===== src/rtl/freq_counter_pkg.sv =====
// freq_counter_pkg: FSM states and gray decoding shared by gray_count_sampler
package freq_counter_pkg;
  localparam int G_MAX_W = 32;
  typedef enum logic [1:0] {IDLE, PRIME, MEASURE} state_t;
  function automatic logic [G_MAX_W-1:0] gray2bin(input logic [G_MAX_W-1:0] g);
    gray2bin = g;
    for (int i = G_MAX_W - 2; i >= 0; i--) gray2bin[i] = gray2bin[i+1] ^ g[i];
  endfunction
endpackage


===== src/rtl/sync_chain.sv =====
// sync_chain: STAGES-deep flip-flop synchroniser for one gray-coded channel
module sync_chain #(
  parameter int WIDTH  = 32,
  parameter int STAGES = 2
) (
  input  logic             clk,
  input  logic             rst,
  input  logic [WIDTH-1:0] d,
  output logic [WIDTH-1:0] q
);
  logic [STAGES-1:0][WIDTH-1:0] s;
  always_ff @(posedge clk or posedge rst)
    if (rst) s <= '0;
    else s <= {s[STAGES-2:0], d};
  assign q = s[STAGES-1];
endmodule


===== src/rtl/gray_count_sampler.sv =====
// gray_count_sampler: per-window increment of foreign-domain gray counters with gray-violation flags
module gray_count_sampler
  import freq_counter_pkg::*;
#(
  parameter int CHANNELS = 4,
  parameter int WIDTH    = 32,
  parameter int STAGES   = 2,
  parameter int PERIOD_W = 32
) (
  input  logic                           clk,
  input  logic                           rst,
  input  logic                           enable_i,
  input  logic [PERIOD_W-1:0]            gate_period_i,
  input  logic [CHANNELS-1:0][WIDTH-1:0] gray_i,
  output logic [CHANNELS-1:0][WIDTH-1:0] count_o,
  output logic                           valid_o,
  output logic [CHANNELS-1:0]            err_o,
  output logic                           busy_o
);
  state_t                        state;
  logic [PERIOD_W-1:0]           period, gate_cnt;
  logic [CHANNELS-1:0][WIDTH-1:0] sync, prev, bin, ref_q;
  logic [CHANNELS-1:0]           viol, sticky;
  logic                          tc;
  for (genvar c = 0; c < CHANNELS; c++) begin : g_ch
    sync_chain #(.WIDTH(WIDTH), .STAGES(STAGES)) u_sync (
      .clk(clk), .rst(rst), .d(gray_i[c]), .q(sync[c])
    );
  end
  always_comb begin
    viol = '0;
    for (int i = 0; i < CHANNELS; i++) viol[i] = $countones(sync[i] ^ prev[i]) > 1;
  end
  assign tc     = state != IDLE && gate_cnt == period - PERIOD_W'(1);
  assign busy_o = state != IDLE;
  // a violation seen on a terminal-count cycle belongs to the window that starts there
  always_ff @(posedge clk or posedge rst)
    if (rst) begin
      prev   <= '0;
      bin    <= '0;
      ref_q  <= '0;
      sticky <= '0;
    end else begin
      prev <= sync;
      for (int i = 0; i < CHANNELS; i++) bin[i] <= WIDTH'(gray2bin(G_MAX_W'(sync[i])));
      if (tc) ref_q <= bin;
      sticky <= tc ? viol : sticky | viol;
    end
  always_ff @(posedge clk or posedge rst)
    if (rst) begin
      state    <= IDLE;
      period   <= PERIOD_W'(2);
      gate_cnt <= '0;
      count_o  <= '0;
      err_o    <= '0;
      valid_o  <= 1'b0;
    end else begin
      valid_o <= 1'b0;
      if (state == IDLE) begin
        gate_cnt <= '0;
        if (enable_i) begin
          state  <= PRIME;
          period <= gate_period_i < PERIOD_W'(2) ? PERIOD_W'(2) : gate_period_i;
        end
      end else if (!enable_i) begin
        state    <= IDLE;
        gate_cnt <= '0;
      end else begin
        gate_cnt <= tc ? '0 : gate_cnt + PERIOD_W'(1);
        if (tc && state == PRIME) state <= MEASURE;
        if (tc && state == MEASURE) begin
          valid_o <= 1'b1;
          err_o   <= sticky;
          for (int i = 0; i < CHANNELS; i++) count_o[i] <= bin[i] - ref_q[i];
        end
      end
    end
endmodule


===== config.mk =====
export PLATFORM = sky130hd
export DESIGN_NAME = gray_count_sampler
export DESIGN_NICKNAME = d
export VERILOG_FILES = /design/src/rtl/freq_counter_pkg.sv /design/src/rtl/sync_chain.sv /design/src/rtl/gray_count_sampler.sv
export SDC_FILE = /design/constraint.sdc
export NUM_CORES = 2
export LEC_CHECK = 0
export ABC_CLOCK_PERIOD_IN_PS = 36900
export BUFFER_PORTS_ARGS = -buffer_cell sky130_fd_sc_hd__buf_2
export CORE_ASPECT_RATIO = 1.2
export CORE_MARGIN = 4
export CORE_UTILIZATION = 60
export DETAILED_ROUTE_END_ITERATION = 8
export MAX_ROUTING_LAYER = met4
export PLACE_DENSITY = 0.8
export SYNTH_ARGS = -nofsm -noshare
export SYNTH_HDL_FRONTEND = slang
export SYNTH_SLANG_ARGS = --single-unit

===== constraint.sdc =====
create_clock -name clk -period 36.9 [get_ports clk]
set_clock_uncertainty 0.15 [all_clocks]
set_input_delay 3.69 -clock clk [delete_from_list [all_inputs] [get_ports clk]]
set_output_delay 3.69 -clock clk [all_outputs]
set_load 0.1 [all_outputs]

==> flow_summary.json <==
{
  "crit_path_start_kind": "flop",
  "port_buffers": 296,
  "pre_cts_ws_ns": 29.67,
  "timing.rr.start": "g_ch[3].u_sync.q[31]",
  "synthArstFlopShare": 1.00,
  "gp_congestion": 0.873,
  "cp_max_fo": 4,
  "multi_input_area_um2": 14800,
  "power_density_nw_per_um2": 76.4,
  "tightest_slew_ns": 1.07,
  "slew_headroom": 0.289,
  "netlist_area_um2": 37300,
  "r2r_end": "bin[96]",
  "first_global_vias": 23990,
  "nFillCells": 4333,
  "postCtsSetupBuffers": 0,
  "final_area_um2": 42500,
  "ff2ff_setup_slack_ns": 30.31,
  "drc": 0,
  "synth.avg_cell_area_um2": 11.9,
  "vias_per_cell": 5.23,
  "synth_cells": 3141,
  "finalHoldViolCount": 0,
  "fmax_mhz": 152,
  "startpoint": "g_ch[3].u_sync.q[31]",
  "nNetsFinal": 3883,
  "synth-edff-count": 0,
  "vias": 22698,
  "cts.clk_slew.worst_paths_ns": 0.07,
  "fin_crit_sh": 0.179,
  "rsz0062_at_grt": "false",
  "wl_per_cell_um": 17.2,
  "grt_use_total": 0.238,
  "outcome": "complete, no violations",
  "p_seq_frac": 0.333,
  "ys.warnings.count": 0,
  "cts_buffer_depth": 3,
  "grt_pass1_wl_um": 123000,
  "ios": 297,
  "antenna_found_initial": 0,
  "dieArea_um2": 66200,
  "ant_nets": 0,
  "seq_area_frac_synth": 0.563,
  "cts.sinks": 839,
  "regArea_um2": 21000,
  "synth-seq-cells": 839,
  "holdBufCountCts": 0,
  "tns_ns": 0,
  "hold_path_depth": 0,
  "cts_buffers": 82,
  "syn2layout_area_growth_pct": 14.0,
  "setup_slack_ns": 30.31,
  "maxCapViolCount": 0,
  "start_util": 0.609,
  "pwr-share-clk": 0.267,
  "critPathCapture": "bin[96]",
  "root_buffer": "clkbuf_16",
  "dp.cells": 4190,
  "layout-drive-gt1-share": 0.151,
  "cp-end-kind": "flop",
  "routed_wirelength_um": 74600,
  "period_minus_slack_ns": 6.59,
  "r2r_cells": 21,
  "slowest_stage": "xor3_1",
  "yosys.area.top_type_share": 0.562,
  "synth_flop_cell": "dfrtp_1",
  "drtPass1Iterations": 5,
  "cts_tree": "built",
  "worst_ep_arrival_time_ns": 6.94,
  "syn-num-nets": 3558,
  "drt_iter0_drc": 1196,
  "path_cells": "xor3_1 > xor3_1 > xor3_2 > xor3_2 > xor3_1 > xor2_2 > xor2_2 > xor3_1 > xnor2_2 > xnor3_1 > xnor3_2 > xnor2_2 > xnor2_2 > xor2_1 > xor2_1 > xor2_1 > xnor2_2 > xor3_1 > xnor2_2 > xor2_1 > xnor3_1",
  "post_dp_cell_area_um2": 39700,
  "cp.required_ns": 37.25,
  "die_h_um": 281,
  "synth_largest_area_cell": "dfrtp_1",
  "drv_slew": 0,
  "swShare": 0.353,
  "cts_resized": 0,
  "vdd_drop_max_v": 0.0000626,
  "dp_hpwl_um": 51800,
  "cellInternalPower_w": 0.00210,
  "n_antenna_cell": 0,
  "rows": 99,
  "core-area_um2": 61200,
  "power_frac_comb": 0.400,
  "overflow": 0,
  "stdcell_count": 4340,
  "grt_max_degree": 183,
  "crit_type": "flop to flop",
  "fp.dieW_um": 236,
  "p_sw_w": 0.00115,
  "h-tree-depth": 3,
  "synth_cell_types": 58,
  "p_leak_nw": 20.3,
  "clk_latency_ns": 0.63,
  "finalSetupViolations": 0,
  "hp-class": "flop to flop",
  "slowest_delay_ns": 0.49,
  "yosys-top-cells-area": "dfrtp_1 56%, fa_1 5.4%, ha_1 5.2%"
}
layout by cell type (no fill, tap or decap), types with 6 or more instances in the layout:
cell type,n
mux2_2,33
bufinv_16,10
nand3b_1,7
nor3_1,33
nor4_1,11
nand2_1,366
and3_1,11
nor2_1,100
a31oi_1,6
clkbuf_1,18
buf_2,296
o21a_1,17
clkbuf_8,12
nor2b_1,11
ha_1,154
xor3_2,17
xnor2_1,196
a21o_1,36
xnor2_2,14
a21boi_0,36
o21ai_0,335
xor2_1,170
nand4_1,12
nor3b_1,8
clkbuf_16,83
xor3_1,17
a211oi_1,7
nand2b_1,17
xor2_2,15
nand3_1,33
buf_4,11
inv_6,6
inv_1,325
a21oi_1,77
clkinv_2,12
dfrtp_1,838
fa_1,100
or3_1,8
sequential cells by signal, summed over array words and instances (netlist names):
| name | count |
|---|---|
| period | 32 |
| valid_o | 1 |
| g_ch.u_sync.q | 128 |
| count_o | 128 |
| ref_q | 128 |
| prev | 124 |
| gate_cnt | 32 |
| sticky | 4 |
| g_ch.u_sync.s | 128 |
| bin | 128 |
| state | 2 |
| err_o | 4 |
synthesized netlist by cell type, drive strengths merged, types with 5 or more instances:
cell and instances:
o21bai 5, nand2b 17, a31oi 6, a211oi 7, xnor3 6, o31ai 5
nor3 33, xor3 34, clkbuf 67, o21a 17, fa 100, or3 8
and3 11, nand2 367, o21ai 336, a21boi 36, nor4 11, nand4 12
and2 6, xor2 185, ha 154, nand3 33, mux2 33, xnor2 210
dfrtp 838, nor3b 8, inv 326, a21oi 77, nand3b 7, nor2 100
nor2b 11, a21o 36
per-stage QoR:
stage          hold slack (ns)  total power (W)   util
6_report                 0.186          0.00325  0.694
3_3_place_gp             0.181          0.00231  0.649
2_1_floorplan            0.181          0.00209      -
4_1_cts                  0.192          0.00328  0.694
5_1_grt                  0.196          0.00351  0.694
3_5_place_dp             0.185          0.00236  0.649
per-layer routing:
metal,global-route usage,vias to the layer above,wire [um]
met5,-,-,0
met4,0.0999,0,3210
li1,-,10825,-
met2,0.394,478,37500
met3,0.0357,163,3310
met1,0.298,11232,30600
cell type report:
cell class              count  area share
clock buffers             113      0.0544
clock inverters            37      0.0118
inverters                 326      0.0290
multi-input cells        1907       0.349
flip-flops and latches    839       0.494
well taps                 808      0.0238
repair buffers            310      0.0382
worst max-delay path: cells and delay by family (launching register included):
family                    cells  cell delay, ns
xor gates and xnor gates     21            5.89
DFF                           1            0.43
power by group through the flow:
stage | Combinational (W) | Sequential [W] | Clock [W]
after floorplan | 0.00101 | 0.00108 | 0
after global placement | 0.00121 | 0.00109 | 0
after detailed placement | 0.00126 | 0.00110 | 0
after CTS | 0.00131 | 0.00108 | 0.000885
after global routing | 0.00149 | 0.00109 | 0.000928
final | 0.00130 | 0.00108 | 0.000866
cell families (layout without fill, tap and decap cells):
| logic type | Yosys count | count (layout) | share of synthesized area |
|---|---|---|---|
| XOR/XNOR | 435 | 435 | 0.125 |
| flip-flops | 839 | 839 | 0.563 |
| adder cells (fa/ha/maj) | 254 | 254 | 0.105 |
| buffers and inverters | 395 | 786 | 0.0398 |
| AO/OA/AOI/OAI | 550 | 550 | 0.0834 |
| multiplexers | 33 | 33 | 0.00996 |
| AND/OR/NAND/NOR | 635 | 635 | 0.0739 |
worst min-delay path by stage:
stage	start	end	slack (ns)
2_1_floorplan	g_ch[0].u_sync.s[0]	g_ch[0].u_sync.q[0]	0.18
3_3_place_gp	g_ch[3].u_sync.s[6]	g_ch[3].u_sync.q[6]	0.18
3_5_place_dp	g_ch[0].u_sync.s[14]	g_ch[0].u_sync.q[14]	0.18
4_1_cts	g_ch[3].u_sync.s[29]	g_ch[3].u_sync.q[29]	0.19
5_1_grt	g_ch[2].u_sync.s[2]	g_ch[2].u_sync.q[2]	0.20
6_report	g_ch[3].u_sync.s[12]	g_ch[3].u_sync.q[12]	0.19
(Power assumes the default switching activity.)
